**src/rtl/fetch_pkg.sv**
```systemverilog
// rtl/fetch_pkg.sv - shared constants and types for the instruction fetch unit
// Optional burst fetching is enabled by defining FETCH_BURST_EN.
package fetch_pkg;

  localparam logic [1:0]  SZ_WORD      = 2'b00;
  localparam logic [1:0]  SZ_BURST4    = 2'b01;
  localparam logic [31:0] START_PC_DEF = 32'h8002_0000;
  localparam int          PC_W         = 32;
  localparam int          INSN_W       = 32;

  typedef enum logic [1:0] {
    IDLE,
    REQ,
    RECV
  } fetch_state_t;

  typedef struct packed {
    logic [PC_W-1:0]   pc;
    logic [INSN_W-1:0] insn;
  } fetch_entry_t;

endpackage

```
**src/rtl/fetch_fifo.sv**
```systemverilog
// rtl/fetch_fifo.sv - PC-tagged instruction buffer with flush and free-slot count
// Pointers carry one extra wrap bit so full and empty are distinguishable.
module fetch_fifo
  import fetch_pkg::*;
#(
  parameter  int DEPTH = 4,
  localparam int PTR_W = $clog2(DEPTH),
  localparam int CNT_W = PTR_W + 1
) (
  input  logic             clock,
  input  logic             reset_n,
  input  logic             push,
  input  fetch_entry_t     push_data,
  input  logic             pop,
  input  logic             flush,
  output fetch_entry_t     head,
  output logic             full,
  output logic             empty,
  output logic [CNT_W-1:0] free_cnt
);

  fetch_entry_t     r_mem [DEPTH];
  logic [PTR_W:0]   r_wr_ptr;
  logic [PTR_W:0]   r_rd_ptr;
  logic [CNT_W-1:0] w_count;
  logic             w_do_pop;
  logic             w_do_push;

  assign w_count  = r_wr_ptr - r_rd_ptr;
  assign empty    = (w_count == '0);
  assign full     = (w_count == CNT_W'(DEPTH));
  assign free_cnt = CNT_W'(DEPTH) - w_count;
  assign head     = r_mem[r_rd_ptr[PTR_W-1:0]];

  // A pop in the same cycle frees a slot for a push into a full buffer.
  assign w_do_pop  = pop & ~empty;
  assign w_do_push = push & (~full | w_do_pop);

  always_ff @(posedge clock or negedge reset_n) begin
    if (!reset_n) begin
      r_wr_ptr <= '0;
      r_rd_ptr <= '0;
      for (int i = 0; i < DEPTH; i++) r_mem[i] <= '0;
    end else if (flush) begin
      r_wr_ptr <= '0;
      r_rd_ptr <= '0;
    end else begin
      if (w_do_push) begin
        r_mem[r_wr_ptr[PTR_W-1:0]] <= push_data;
        r_wr_ptr <= r_wr_ptr + 1'b1;
      end
      if (w_do_pop) r_rd_ptr <= r_rd_ptr + 1'b1;
    end
  end

endmodule

```
**src/rtl/fetch_unit.sv**
```systemverilog
// rtl/fetch_unit.sv - instruction fetch stage: credit-based memory requests into a tagged FIFO
// Define FETCH_BURST_EN to issue aligned 4-word bursts when enough credit is free.
module fetch_unit
  import fetch_pkg::*;
#(
  parameter int                ADDR_W     = 32,
  parameter int                DATA_W     = 32,
  parameter logic [ADDR_W-1:0] START_PC   = START_PC_DEF,
  parameter int                FIFO_DEPTH = 4
) (
  input  logic              clock,
  input  logic              reset_n,
  input  logic              redirect_valid,
  input  logic [ADDR_W-1:0] redirect_pc,
  output logic [ADDR_W-1:0] mem_address,
  output logic [1:0]        mem_access_size,
  output logic              mem_rw,
  output logic              mem_enable,
  input  logic              mem_busy,
  input  logic [DATA_W-1:0] mem_data,
  output logic              insn_valid,
  output logic [DATA_W-1:0] insn,
  output logic [ADDR_W-1:0] insn_pc,
  input  logic              insn_ready
);

  localparam int               CNT_W     = $clog2(FIFO_DEPTH) + 1;
  localparam logic [CNT_W-1:0] LEN_WORD  = CNT_W'(1);
  localparam logic [CNT_W-1:0] LEN_BURST = CNT_W'(4);

  fetch_state_t      r_state;
  logic [ADDR_W-1:0] r_pc;
  logic [ADDR_W-1:0] r_tag_pc;
  logic [ADDR_W-1:0] r_mem_address;
  logic [1:0]        r_mem_size;
  logic              r_mem_enable;
  logic [CNT_W-1:0]  r_req_len;
  logic [CNT_W-1:0]  r_outstanding;
  logic [CNT_W-1:0]  r_discard;

  logic [CNT_W-1:0]  w_free;
  logic [CNT_W-1:0]  w_credit;
  logic [CNT_W-1:0]  w_len;
  logic [CNT_W-1:0]  w_due;
  logic [1:0]        w_size;
  logic              w_full;
  logic              w_empty;
  logic              w_arrive;
  logic              w_accept;
  logic              w_can_issue;
  logic              w_push;
  logic              w_pop;
  logic [ADDR_W-1:0] w_redirect_pc;
  fetch_entry_t      w_push_entry;
  fetch_entry_t      w_head;

  // Outstanding words always fit in the free slots, so this never underflows.
  assign w_credit = w_full ? '0 : (w_free - r_outstanding);

  always_comb begin
    w_len  = LEN_WORD;
    w_size = SZ_WORD;
`ifdef FETCH_BURST_EN
    if (r_pc[3:2] == 2'b00 && w_credit >= LEN_BURST) begin
      w_len  = LEN_BURST;
      w_size = SZ_BURST4;
    end
`endif
  end

  assign w_arrive      = (r_outstanding != '0) || (r_discard != '0);
  assign w_accept      = r_mem_enable & ~mem_busy;
  assign w_can_issue   = (r_discard == '0) && (w_credit >= w_len);
  assign w_redirect_pc = redirect_pc & ~ADDR_W'(3);
  // Words the memory still owes after this cycle; they are dropped on arrival.
  assign w_due         = w_accept ? r_req_len
                                  : (r_outstanding + r_discard - CNT_W'(w_arrive));

  assign w_push       = (r_outstanding != '0) & ~redirect_valid;
  assign w_pop        = ~w_empty & insn_ready;
  assign w_push_entry = '{pc: r_tag_pc, insn: mem_data};

  fetch_fifo #(.DEPTH(FIFO_DEPTH)) u_fifo (
    .clock     (clock),
    .reset_n   (reset_n),
    .push      (w_push),
    .push_data (w_push_entry),
    .pop       (w_pop),
    .flush     (redirect_valid),
    .head      (w_head),
    .full      (w_full),
    .empty     (w_empty),
    .free_cnt  (w_free)
  );

  always_ff @(posedge clock or negedge reset_n) begin
    if (!reset_n) begin
      r_state       <= IDLE;
      r_pc          <= START_PC;
      r_tag_pc      <= START_PC;
      r_mem_address <= START_PC;
      r_mem_size    <= SZ_WORD;
      r_mem_enable  <= 1'b0;
      r_req_len     <= LEN_WORD;
      r_outstanding <= '0;
      r_discard     <= '0;
    end else if (redirect_valid) begin
      r_state       <= IDLE;
      r_mem_enable  <= 1'b0;
      r_pc          <= w_redirect_pc;
      r_outstanding <= '0;
      r_discard     <= w_due;
    end else begin
      if (r_discard != '0) r_discard <= r_discard - 1'b1;
      case (r_state)
        IDLE: begin
          if (w_can_issue) begin
            r_state       <= REQ;
            r_mem_enable  <= 1'b1;
            r_mem_address <= r_pc;
            r_mem_size    <= w_size;
            r_req_len     <= w_len;
          end
        end
        REQ: begin
          if (!mem_busy) begin
            r_state       <= RECV;
            r_mem_enable  <= 1'b0;
            r_pc          <= r_pc + (ADDR_W'(r_req_len) << 2);
            r_tag_pc      <= r_pc;
            r_outstanding <= r_req_len;
          end
        end
        RECV: begin
          r_outstanding <= r_outstanding - 1'b1;
          r_tag_pc      <= r_tag_pc + ADDR_W'(4);
          if (r_outstanding == LEN_WORD) begin
            if (w_can_issue) begin
              r_state       <= REQ;
              r_mem_enable  <= 1'b1;
              r_mem_address <= r_pc;
              r_mem_size    <= w_size;
              r_req_len     <= w_len;
            end else begin
              r_state <= IDLE;
            end
          end
        end
        default: r_state <= IDLE;
      endcase
    end
  end

  assign mem_address     = r_mem_address;
  assign mem_access_size = r_mem_size;
  assign mem_enable      = r_mem_enable;
  assign mem_rw          = 1'b1;
  assign insn_valid      = ~w_empty;
  assign insn            = w_head.insn;
  assign insn_pc         = w_head.pc;

endmodule

```
**config.mk**
```make
export PLATFORM = sky130hd
export DESIGN_NAME = fetch_unit
export DESIGN_NICKNAME = d
export VERILOG_FILES = /design/src/rtl/fetch_pkg.sv /design/src/rtl/fetch_fifo.sv /design/src/rtl/fetch_unit.sv
export SDC_FILE = /design/constraint.sdc
export NUM_CORES = 1
export LEC_CHECK = 0
export ABC_AREA = 1
export CORE_AREA = 2 2 177 179
export DETAILED_ROUTE_END_ITERATION = 7
export DIE_AREA = 0 0 179 181
export PLACE_DENSITY = 0.79
export RECOVER_POWER = 50
export SETUP_SLACK_MARGIN = 0.3
export SYNTH_ARGS = -nofsm -noshare
export SYNTH_HDL_FRONTEND = slang
export SYNTH_SLANG_ARGS = --single-unit
```
**constraint.sdc**
```tcl
create_clock -name clock -period 3.4 [get_ports clock]
set_clock_uncertainty 0.15 [all_clocks]
set_input_delay 0.34 -clock clock [delete_from_list [all_inputs] [get_ports clock]]
set_output_delay 0.34 -clock clock [all_outputs]
set_load 0.03 [all_outputs]
```
# [After elaboration in Yosys (flattened, before gate mapping)]
# Index checks and enable logic that the tools add are counted.
[op_classes] n_addsub=11 muxes=42 n_reduce_logical=23 n_eq_ne=10 n_lt_le_gt_ge=4 bitwise_logic=12
[op_table] op="$bwmux W256" n=1
[op_table] op="$mux W32" n=6
[op_table] op="$mux W64" n=3
[op_table] op="$bmux W64 S2" n=1
[op_table] op="$demux W64 S2" n=1
[op_table] op="$pmux W32 S2" n=2
[op_table] op="$mux W3" n=12
[op_table] op="$add A32 B3 Y32 const B" n=1
[op_table] op="$add A32 B5 Y32" n=1
[op_table] op="$mux W2" n=6
[op_table] op="$pmux W3 S2" n=2
[op_table] op="$reduce_and A3 Y1" n=4
[op_table] op="$reduce_bool A2 Y1" n=6
[op_table] op="$ne A3 B3 Y1 const B" n=3
[op_table] op="$reduce_bool A3 Y1" n=3
[op_table] op="$add A3 B1 Y3 const B" n=2
[op_table] op="$ge A3 B3 Y1 const B" n=2
[op_table] op="$logic_not A3 Y1" n=2
[op_table] op="$ne A2 B2 Y1 const B" n=3
[op_table] op="$not A2 Y3" n=2
[op_table] op="$pmux W2 S3" n=1
[op_table] op="$reduce_and A2 Y1" n=3
[op_table] op="$sub A3 B1 Y3 const B" n=2
[op_table] op="$sub A3 B3 Y3" n=2
[op_table] op="19 further kinds" n=31
[totals] ff_bits=372

# [Logic depth before layout (Yosys ltp)]
# Gate-level depths: netlist of run 1.
[depth] depth_word=10 ltp_mapped=19

# [Hierarchy]
# From an unflattened synthesis of run 1, not the netlist that was laid out.
[hier_totals] cells_unflattened=2501 area_unflattened_um2=19307.3
[by_module_without_submodules] module="fetch_fifo" area_each_um2=12976.2 cells_each=1551 n_inst=1 seq_area_each_um2=6556.3
[by_module_without_submodules] module="fetch_unit" area_each_um2=6331.1 cells_each=950 n_inst=1 seq_area_each_um2=2509.9

# [Worst setup path after synthesis of run 1]
# Ideal clock, no wire load.
[synth_timing] path_kind="flip-flop to flip-flop" from="register u_fifo.r_rd_ptr[1]" to="register r_mem_address[22], in the netlist mem_address[22]" n_path_buf=4 t_required_ps=3132 setup_slack_ps=272 synth_period_minus_slack_ps=3128 arrival_time_ps=2860 stages_incl_launch_ff=20 path_cell_list="dfrtp_1 clkbuf_1 inv_1 clkbuf_1 clkbuf_1 fa_1 ha_1 inv_1 ha_1 inv_1 nand3_1 nand2_1 inv_1 nand2_1 nand2_1 nand2_1 nand3_1 buf_2 nand2_1 nand2_1"
[synth_via] elab_chain_cells=9
[synth_lines] element="start: declaration" line_no="fetch_fifo.sv:24" source="logic [PTR_W:0] r_rd_ptr;"
[synth_lines] element="start signal: assignment" line_no="fetch_fifo.sv:52" source="if (w_do_pop) r_rd_ptr <= r_rd_ptr + 1'b1;"
[synth_lines] element="$sub A3 B3 Y3 *" line_no="fetch_fifo.sv:29" source="assign w_count = r_wr_ptr - r_rd_ptr;"
[synth_lines] element="$sub A3 B3 Y3" line_no="fetch_fifo.sv:32" source="assign free_cnt = CNT_W'(DEPTH) - w_count;"
[synth_lines] element="$sub A3 B3 Y3" line_no="fetch_unit.sv:58" source="assign w_credit = w_full ? '0 : (w_free - r_outstanding);"
[synth_lines] element="$mux W3 *" line_no="fetch_unit.sv:58"
[synth_lines] element="$ge A3 B1 Y1 *" line_no="fetch_unit.sv:73" source="assign w_can_issue = (r_discard == '0) && (w_credit >= w_len);"
[synth_lines] element="$logic_and A1 B1 Y1 *" line_no="fetch_unit.sv:73"
[synth_lines] element="$mux W32 *"
[synth_lines] element="$mux W32"
[synth_lines] element="$pmux W32 S2 *"
[synth_lines] element="end signal: assignment" line_no="fetch_unit.sv:120" source="r_mem_address <= r_pc;"
[synth_lines] element="end signal: assignment" line_no="fetch_unit.sv:141" source="r_mem_address <= r_pc;"
[synth_lines] element="end: declaration" line_no="fetch_unit.sv:34" source="logic [ADDR_W-1:0] r_mem_address;"
# Every way passes the cells marked *; elsewhere a longest branch is shown, timed or not. The select of a mux whose other input is x is not followed.
# A chain may end at the register's enable or synchronous reset.

# [Final worst setup path of run 1]
[layout_timing] from="input port redirect_valid" to="register r_tag_pc[21]"
[layout_via] elab_chain_cells=2
[layout_lines] element="start: declaration" line_no="fetch_unit.sv:13" source="input logic redirect_valid,"
[layout_lines] element="$not A1 Y1 (no line)"
[layout_lines] element="$reduce_and A3 Y1 (no line)"
[layout_lines] element="end signal: assignment" line_no="fetch_unit.sv:130" source="r_tag_pc <= r_pc;"
[layout_lines] element="end signal: assignment" line_no="fetch_unit.sv:136" source="r_tag_pc <= r_tag_pc + ADDR_W'(4);"
[layout_lines] element="end: declaration" line_no="fetch_unit.sv:33" source="logic [ADDR_W-1:0] r_tag_pc;"
# No other way between the ends.

==> insert_results.sql, run 1 <==
INSERT INTO impl_metrics (metric_group, metric, value, unit) VALUES
('floorplan', 'ios', '170', ''),
('synth', 'seq_area_frac_synth', '51.1', '%'),
('sta', 'share_of_the_cycle_needed_by_the_critical_path_after_routing', '90.9', '%'),
('sta', 'fmaxAchievable', '324', 'MHz'),
('synth', 'ys_dominant_reg_cell', 'sky130_fd_sc_hd__dfrtp_1', ''),
('clock_network', 'tritoncts.num_buffers', '39', ''),
('final_layout', 'synthToLayoutAreaGrowth', '17.6', '%'),
('placed_design', 'dp_hpwl', '30.4', 'mm'),
('sta', 'rsz0062_at_grt', 'true', ''),
('sta', 'finalWorstSetupSlack', '0.309', 'ns'),
('final_layout', 'antenna-diode-count', '0', ''),
('synth', 'synthesis.instances', '2189', ''),
('floorplan', 'die_area', '0.0324', 'mm²'),
('floorplan', 'floorplan.core_area', '0.0303', 'mm²'),
('worst_setup_path', 'timing.reg2reg.worst_path_depth', '17', ''),
('clock_network', 'htreeDepth', '2', ''),
('synth', 'yosysWarningCount', '0', ''),
('worst_setup_path', 'setup.worst_path.start_class', 'primary input', ''),
('sta', 'final-max-slew-violation-count', '0', ''),
('worst_hold_path', 'timing.hold.worst_path_depth', '3', ''),
('power_and_ir_drop', 'power_density', '954', 'mW/mm²'),
('synth', 'synth-compound-area-share', '17.5', '%'),
('global_routing', 'grt_start_max_net_pins', '106', ''),
('global_routing', 'antenna_found_initial', '1', ''),
('worst_setup_path', 'crit_path_kind', 'in2reg', ''),
('sta', 'worst_hold_slack', '0.279', 'ns'),
('clock_network', 'worst_skew_pair.late_latency', '0.53', 'ns'),
('synth', 'synth_simple_gate_area_share', '21.9', '%'),
('synth', 'number_of_flops_mapped_to_enable_cells_by_yosys', '0', ''),
('worst_setup_path', 'timing.critical_path.fanout_max', '29', ''),
('detailed_routing', 'wl_per_cell', '17.8', 'µm'),
('worst_setup_path', 'endpoint_kind', 'register', ''),
('clock_network', 'cts_tree', 'done', ''),
('synth', 'synth_area_per_cell', '8.01', 'µm²'),
('worst_setup_path', 'timing.critical_path.slowest_stage_cell', 'sky130_fd_sc_hd__clkbuf_1', ''),
('global_routing', 'overflow', '0', ''),
('detailed_routing', 'vias_per_cell', '5.85', ''),
('worst_setup_path', 'cp_cell_sequence', 'clkdlybuf4s50_1, clkbuf_1, nor2_1, nor2_2, buf_4, a21oi_1, nand2_1, o21ai_0', ''),
('clock_network', 'buffers_inserted_by_post_cts_timing_repair', '0', ''),
('clock_network', 'clk_pin_slew_worst_paths', '0.06', 'ns'),
('worst_setup_path', 'cp.arrival', '3.31', 'ns'),
('worst_setup_path', 'worstPathRequired', '3.62', 'ns'),
('synth', 'dominant_combinational_cell_family_by_area_after_synthesis', 'simple AND/OR/NAND/NOR gates', ''),
('synth', 'adder_cell_share_of_the_synthesized_area', '1.58', '%'),
('status', 'result_of_the_run', 'completed', ''),
('worst_setup_path', 'cpLargestDelayFamily', 'buffers and inverters', ''),
('clock_network', 'tritoncts_num_sinks', '358', ''),
('sta', 'max-slew-margin-rel', '1.67', '%'),
('detailed_routing', 'detailedRoute.firstPassIterationCount', '6', ''),
('sta', 'setup_viol_count_final', '0', ''),
('power_and_ir_drop', 'design_power_total', '19700', 'µW'),
('final_layout', 'most-common-layout-cells', '555 x sky130_fd_sc_hd__nand2_1, 350 x sky130_fd_sc_hd__dfrtp_1, 271 x sky130_fd_sc_hd__o21ai_0', ''),
('global_routing', 'grt_pass1_wl', '77.6', 'mm'),
('final_layout', 'layout.cells.most_common', 'sky130_fd_sc_hd__nand2_1', ''),
('power_and_ir_drop', 'leakage', '0.00972', 'µW'),
('synth', 'yosys_top_cell_by_area', 'sky130_fd_sc_hd__dfrtp_1', ''),
('global_routing', 'groute.usage.overall', '29.5', '%'),
('final_layout', 'drive_above_1_share', '4.99', '%'),
('sta', 'hold_viol_final', '0', ''),
('final_layout', 'fin_nets', '2388', ''),
('synth', 'netlist-cell-type-count', '41', ''),
('synth', 'syn_area', '0.0175', 'mm²'),
('floorplan', 'rows', '64', ''),
('floorplan', 'die_height', '181', 'µm'),
('floorplan', 'initial_core_util', '57.8', '%'),
('synth', 'ys_async_sr_fraction', '100', '%'),
('run', 'drv_cap', '0', ''),
('clock_network', 'cts_buffer_depth', '3', ''),
('detailed_routing', 'remaining_drc_errors', '0', ''),
('synth', 'synth_top_area_share', '50.2', '%'),
('synth', 'xor_and_xnor_area_share_after_synthesis', '0.549', '%');
## kinds of logic after synthesis
| kind of cell | count (synthesis) |
|---|---|
| flops | 358 |
| other cells | 2 |
| buf+inv | 279 |
| compound gates | 581 |
| xor+xnor | 11 |
| fa+ha+maj | 21 |
| simple gates | 937 |
## synth_stat cells (3+ instances only)
cell,number
sky130_fd_sc_hd__ha_1,19
sky130_fd_sc_hd__buf_4,16
sky130_fd_sc_hd__nor3_1,14
sky130_fd_sc_hd__buf_6,16
sky130_fd_sc_hd__o21ai_0,271
sky130_fd_sc_hd__xnor2_1,4
sky130_fd_sc_hd__clkbuf_1,56
sky130_fd_sc_hd__a22oi_1,4
sky130_fd_sc_hd__a21oi_1,39
sky130_fd_sc_hd__nor2_1,230
sky130_fd_sc_hd__o211ai_1,9
sky130_fd_sc_hd__a211oi_1,3
sky130_fd_sc_hd__nand4_1,41
sky130_fd_sc_hd__buf_2,48
sky130_fd_sc_hd__xor2_1,7
sky130_fd_sc_hd__dfrtp_1,352
sky130_fd_sc_hd__nand3_4,3
sky130_fd_sc_hd__inv_1,135
sky130_fd_sc_hd__a31oi_1,3
sky130_fd_sc_hd__dfstp_2,6
sky130_fd_sc_hd__nand3_1,86
sky130_fd_sc_hd__nand2_1,554
sky130_fd_sc_hd__o22ai_1,72
sky130_fd_sc_hd__inv_2,6
sky130_fd_sc_hd__o21ai_1,175
## layer usage
metal | vias up | share of wire, % | GRT usage [%] | routed length, µm
li1 | 7501 | - | - | -
met1 | 7614 | 42 | 40.8 | 20300
met2 | 696 | 48 | 48.3 | 23100
met3 | 103 | 7.7 | 4.57 | 3740
met4 | 2 | 2.5 | 8.62 | 1230
met5 | - | 0.027 | 0 | 13
## state kept, by name (all words and copies together), names as in the netlist
register	cells
u_fifo.r_wr_ptr	3
u_fifo.r_rd_ptr	3
mem_enable	1
r_outstanding	3
r_discard	3
r_pc	30
r_tag_pc	31
r_state	2
u_fifo.r_mem	252
mem_address	30
## repair_timing
item,in CTS,in global routing
gates cloned,0,2
hold endpoints to repair,95,0
pin swaps,0,1
resized for setup,13,23
hold buffers,1,0
endpoints found under the setup margin,39,82
## tightest hold or removal path: cells and delay by family
kind | cells | cell delay, ns
compound gates | 1 | 0.05
buf+inv | 1 | 0.41
simple gates | 1 | 0.12
## final timing paths
check / start / end / slack [ns]
setup / recovery: redirect_valid / r_tag_pc[21] / 0.31
hold / removal: redirect_pc[13] / r_pc[13] / 0.28
setup reg to reg: u_fifo.r_rd_ptr[0] / mem_address[16] / 0.49
hold reg to reg: mem_address[10] / mem_address[10] / 0.32
max in group asynchronous: reset_n / u_fifo.r_mem[166] / 0.80
min in group asynchronous: reset_n / u_fifo.r_mem[138] / 0.31
## stage by stage
step | util, % | cell area, µm² | cells
floorplan | - | 17500 | 2192
global placement | 63.8 | 19400 | 2650
detailed placement | 63.8 | 19400 | 2650
CTS | 67.9 | 20600 | 2718
global route | 67.9 | 20600 | 2720
finish | 67.9 | 20600 | 2720
## report_power, final
| part | leakage, µW | switching [µW] | internal [µW] |
|---|---|---|---|
| logic | 0.00442 | 5970 | 3150 |
| registers | 0.00469 | 903 | 5530 |
| clock network | 0.000606 | 1690 | 2420 |
## cell type report
class | instances | area, µm²
Tap cell | 396 | 495
Timing Repair Buffer | 202 | 2080
Clock buffer | 57 | 1110
Sequential cell | 358 | 8970
Inverter | 141 | 531
Multi-Input combinational cell | 1556 | 7310
Clock inverter | 10 | 115
Fill cell | 2492 | 9730
(Power assumes the default switching activity.)
==> inputs of run 2 (changes only) <==
ABC_AREA = default   (was 1)
CORE_AREA = 2 2 196 198   (was 2 2 177 179)
DIE_AREA = 0 0 198 200   (was 0 0 179 181)
PLACE_DENSITY = 0.64   (was 0.79)
SKIP_CTS_REPAIR_TIMING = 1   (was default)
==> run 2 against run 1 <==
The flow now finishes with violations (capacitance limit, slew limit). Non-clock buffer count decreased by 4. Critical path depth is 4 higher. Die area increased by 22%. Count of clock-buffer cells in the layout increased by 10. Global-route usage decreased by 9.9 points. Wire length decreased by 21%. Sequential share of layout area is 0.52 points higher. First-iteration DRC count down 64%. Largest cell class unchanged. Largest power group unchanged.
==> insert_results.sql, run 2 <==
INSERT INTO impl_metrics (metric_group, metric, value, unit) VALUES
('status', 'result_of_the_run', 'finished, violations left', ''),
('status', 'violations', 'capacitance limit, slew limit', ''),
('sta', 'fmaxAchievable', '299', 'MHz'),
('synth', 'synthesis.instances', '1269', ''),
('synth', 'synth_top_area_share', '53.0', '%'),
('run', 'drv_cap', '1', ''),
('final_layout', 'fin_nets', '1511', ''),
('synth', 'ys_top_cells_by_count', '352 x sky130_fd_sc_hd__dfrtp_1, 262 x sky130_fd_sc_hd__mux2_2, 93 x sky130_fd_sc_hd__nand2_1, 81 x sky130_fd_sc_hd__o21ai_0, 63 x sky130_fd_sc_hd__mux4_2', ''),
('clock_network', 'tritoncts_num_sinks', '358', ''),
('final_layout', 'most-common-layout-cells', '350 x sky130_fd_sc_hd__dfrtp_1, 233 x sky130_fd_sc_hd__mux2_2, 136 x sky130_fd_sc_hd__clkdlybuf4s50_1', ''),
('worst_setup_path', 'cp.arrival', '3.61', 'ns'),
('synth', 'number_of_flops_mapped_to_enable_cells_by_yosys', '0', ''),
('synth', 'yosys_top_cell_by_area', 'sky130_fd_sc_hd__dfrtp_1', ''),
('clock_network', 'cts_tree', 'done', ''),
('synth', 'syn_area', '0.0166', 'mm²'),
('synth', 'seq_area_frac_synth', '53.9', '%'),
('floorplan', 'floorplan.core_area', '0.0374', 'mm²'),
('final_layout', 'layoutNonFillerInstCount', '1959', ''),
('floorplan', 'die_area', '0.0396', 'mm²'),
('synth', 'ys_ff_latch', '358', ''),
('clock_network', 'htreeDepth', '2', ''),
('synth', 'synth_area_per_cell', '13.1', 'µm²'),
('global_routing', 'overflow', '0', ''),
('placed_design', 'numPortBuffers', '162', ''),
('placed_design', 'dp_hpwl', '24.2', 'mm'),
('synth', 'synthTopCellsByArea', 'sky130_fd_sc_hd__dfrtp_1 53%, sky130_fd_sc_hd__mux2_2 18%, sky130_fd_sc_hd__mux4_2 8.5%', ''),
('worst_setup_path', 'worstPathRequired', '3.67', 'ns'),
('final_layout', 'antenna-diode-count', '0', ''),
('worst_setup_path', 'cp.buffers_inverters', '3', ''),
('synth', 'netlist-cell-type-count', '54', ''),
('worst_setup_path', 'timing.critical_path.slowest_cell_delay', '0.50', 'ns'),
('detailed_routing', 'dr_total_vias', '10800', ''),
('sta', 'layout_min_cycle_time', '3.34', 'ns'),
('global_routing', 'grt_start_max_net_pins', '85', ''),
('floorplan', 'initial_core_util', '44.5', '%'),
('sta', 'setup_viol_count_final', '0', ''),
('synth', 'ys_dominant_reg_cell', 'sky130_fd_sc_hd__dfrtp_1', ''),
('floorplan', 'die_width', '198', 'µm'),
('detailed_routing', 'vias_per_cell', '5.49', ''),
('synth', 'post-synth-top-count-cell', 'sky130_fd_sc_hd__dfrtp_1', ''),
('final_layout', 'drive_above_1_share', '30.9', '%'),
('final_layout', 'largest-register', 'u_fifo.r_mem', ''),
('floorplan', 'rows', '71', ''),
('global_routing', 'groute.usage.overall', '19.7', '%'),
('global_routing', 'antenna_found_initial', '0', ''),
('sta', 'finalWorstSetupSlack', '0.0553', 'ns'),
('placed_design', 'dp_worst_setup_slack', '0.0678', 'ns'),
('clock_network', 'worst_skew_pair.late_latency', '0.54', 'ns'),
('synth', 'yosysWarningCount', '0', ''),
('sta', 'max-slew-margin-rel', '-40.2', '%'),
('worst_setup_path', 'cpLargestDelayFamily', 'adder cells', ''),
('detailed_routing', 'drtAntennaViolNets', '0', ''),
('placed_design', 'placement.cell_area', '0.0190', 'mm²'),
('worst_setup_path', 'endpoint_kind', 'register', ''),
('worst_setup_path', 'cp_cell_sequence', 'ha_4, inv_2, fa_1, ha_1, inv_1, ha_2, xnor3_1, xnor2_1, or3_4, nand3_4, clkbuf_16, mux2_4', ''),
('floorplan', 'die_height', '200', 'µm'),
('floorplan', 'ios', '170', ''),
('clock_network', 'tritoncts.num_buffers', '40', ''),
('sta', 'worstMarginPinSlew', '2.10', 'ns'),
('final_layout', 'largest_register_ff_count', '252', ''),
('final_layout', 'synthToLayoutAreaGrowth', '22.5', '%'),
('worst_hold_path', 'class_of_the_tightest_hold_or_removal_check', 'in2reg', ''),
('synth', 'ys_async_sr_fraction', '100', '%'),
('power_and_ir_drop', 'vdd_ir_drop_max', '0.490', 'mV'),
('global_routing', 'grt_pass1_wl', '61.1', 'mm'),
('placed_design', 'number_of_placed_instances_with_taps_included', '1885', ''),
('worst_setup_path', 'setup.worst_path.start_class', 'register', ''),
('clock_network', 'cts_buffer_depth', '3', ''),
('final_layout', 'final_cell_area_excluding_filler_cells', '0.0204', 'mm²'),
('worst_setup_path', 'timing.critical_path.slowest_stage_cell', 'sky130_fd_sc_hd__dfrtp_4', ''),
('worst_setup_path', 'crit_path_kind', 'reg2reg', ''),
('detailed_routing', 'first_iter_violations', '523', ''),
('detailed_routing', 'remaining_drc_errors', '0', ''),
('clock_network', 'clk_pin_slew_worst_paths', '0.06', 'ns'),
('sta', 'hold_viol_final', '0', ''),
('clock_network', 'cts_root_buf', 'sky130_fd_sc_hd__clkbuf_16', ''),
('final_layout', 'layout.cells.most_common', 'sky130_fd_sc_hd__dfrtp_1', ''),
('placed_design', 'place_congestion', '0.836', ''),
('detailed_routing', 'route.final.wire_length', '38.3', 'mm'),
('detailed_routing', 'wl_per_cell', '19.5', 'µm'),
('worst_setup_path', 'timing.critical_path.fanout_max', '6', ''),
('power_and_ir_drop', 'leakage', '0.00911', 'µW'),
('sta', 'final.setup.tns', '0', 'ns'),
('detailed_routing', 'detailedRoute.firstPassIterationCount', '5', ''),
('sta', 'rsz0062_at_grt', 'true', ''),
('sta', 'final-max-slew-violation-count', '79', ''),
('power_and_ir_drop', 'power_density', '854', 'mW/mm²'),
('sta', 'share_of_the_cycle_needed_by_the_critical_path_after_routing', '98.4', '%'),
('final_layout', 'reg_top3', 'u_fifo.r_mem x252, r_tag_pc x31', ''),
('global_routing', 'grt_pass1_vias', '11000', '');
-- run 2: final timing paths --
check	start	cells past startpoint	slack, ns	endpoint
max	u_fifo.r_rd_ptr[0]	12	0.06	mem_address[20]
min	redirect_pc[17]	3	0.19	r_pc[17]
max reg2reg	u_fifo.r_rd_ptr[0]	12	0.06	mem_address[20]
min reg2reg	u_fifo.r_mem[237]	2	0.32	u_fifo.r_mem[237]
max in group asynchronous	reset_n	3	0.62	u_fifo.r_mem[198]
min in group asynchronous	reset_n	2	0.80	u_fifo.r_mem[154]
-- run 2: worst register-to-register path, delay by kind of cell, from the launching register on --
kind	cells	cell delay, ns
flip-flops	1	0.50
XOR/XNOR	2	0.35
buffers and inverters	3	0.30
multiplexers	1	0.29
adder cells (fa/ha/maj)	4	1.06
AND/OR/NAND/NOR	2	0.58
-- run 2: layer usage --
metal	vias up	track usage (%)	wire length, µm
met1	5530	28.0	17800
li1	4896	-	-
met4	0	4.40	520
met5	-	0	0
met2	285	31.8	17900
met3	39	3.46	2030
-- run 2: cells by family (layout without fill, tap and decap cells) --
group,Yosys count,count (layout),synth area share [%]
other cells,2,5,0.0451
compound gates,167,167,5.64
mux,332,332,26.7
buf+inv,114,290,3.03
simple gates,235,235,6.75
fa+ha+maj,21,21,1.67
xor+xnor,40,40,2.27
flops,358,358,53.9
-- run 2: where the power goes --
| group | internal [µW] | total (µW) | leakage (µW) | switching [µW] |
|---|---|---|---|---|
| clock network | 2500 | 4180 | 0.000624 | 1680 |
| registers | 5400 | 6360 | 0.00468 | 964 |
| logic | 3400 | 6870 | 0.00381 | 3470 |
-- run 2: final cells by class --
class | count | area, µm²
clock inverters | 2 | 21.3
fillers | 3106 | 17000
clock buffers | 67 | 1250
multi-input cells | 800 | 7340
repair buffers | 198 | 2060
flip-flops and latches | 358 | 8970
inverters | 23 | 88.8
well taps | 511 | 639
-- run 2: metrics by stage --
| stage | total power (µW) | hold WS [ns] | utilization [%] |
|---|---|---|---|
| floorplan | 10800 | -0.106 | - |
| global placement | 13200 | 0.231 | 50.9 |
| detailed placement | 13300 | 0.240 | 50.9 |
| CTS | 17600 | -0.326 | 54.3 |
| global route | 18400 | 0.204 | 54.5 |
| finish | 17400 | 0.187 | 54.5 |
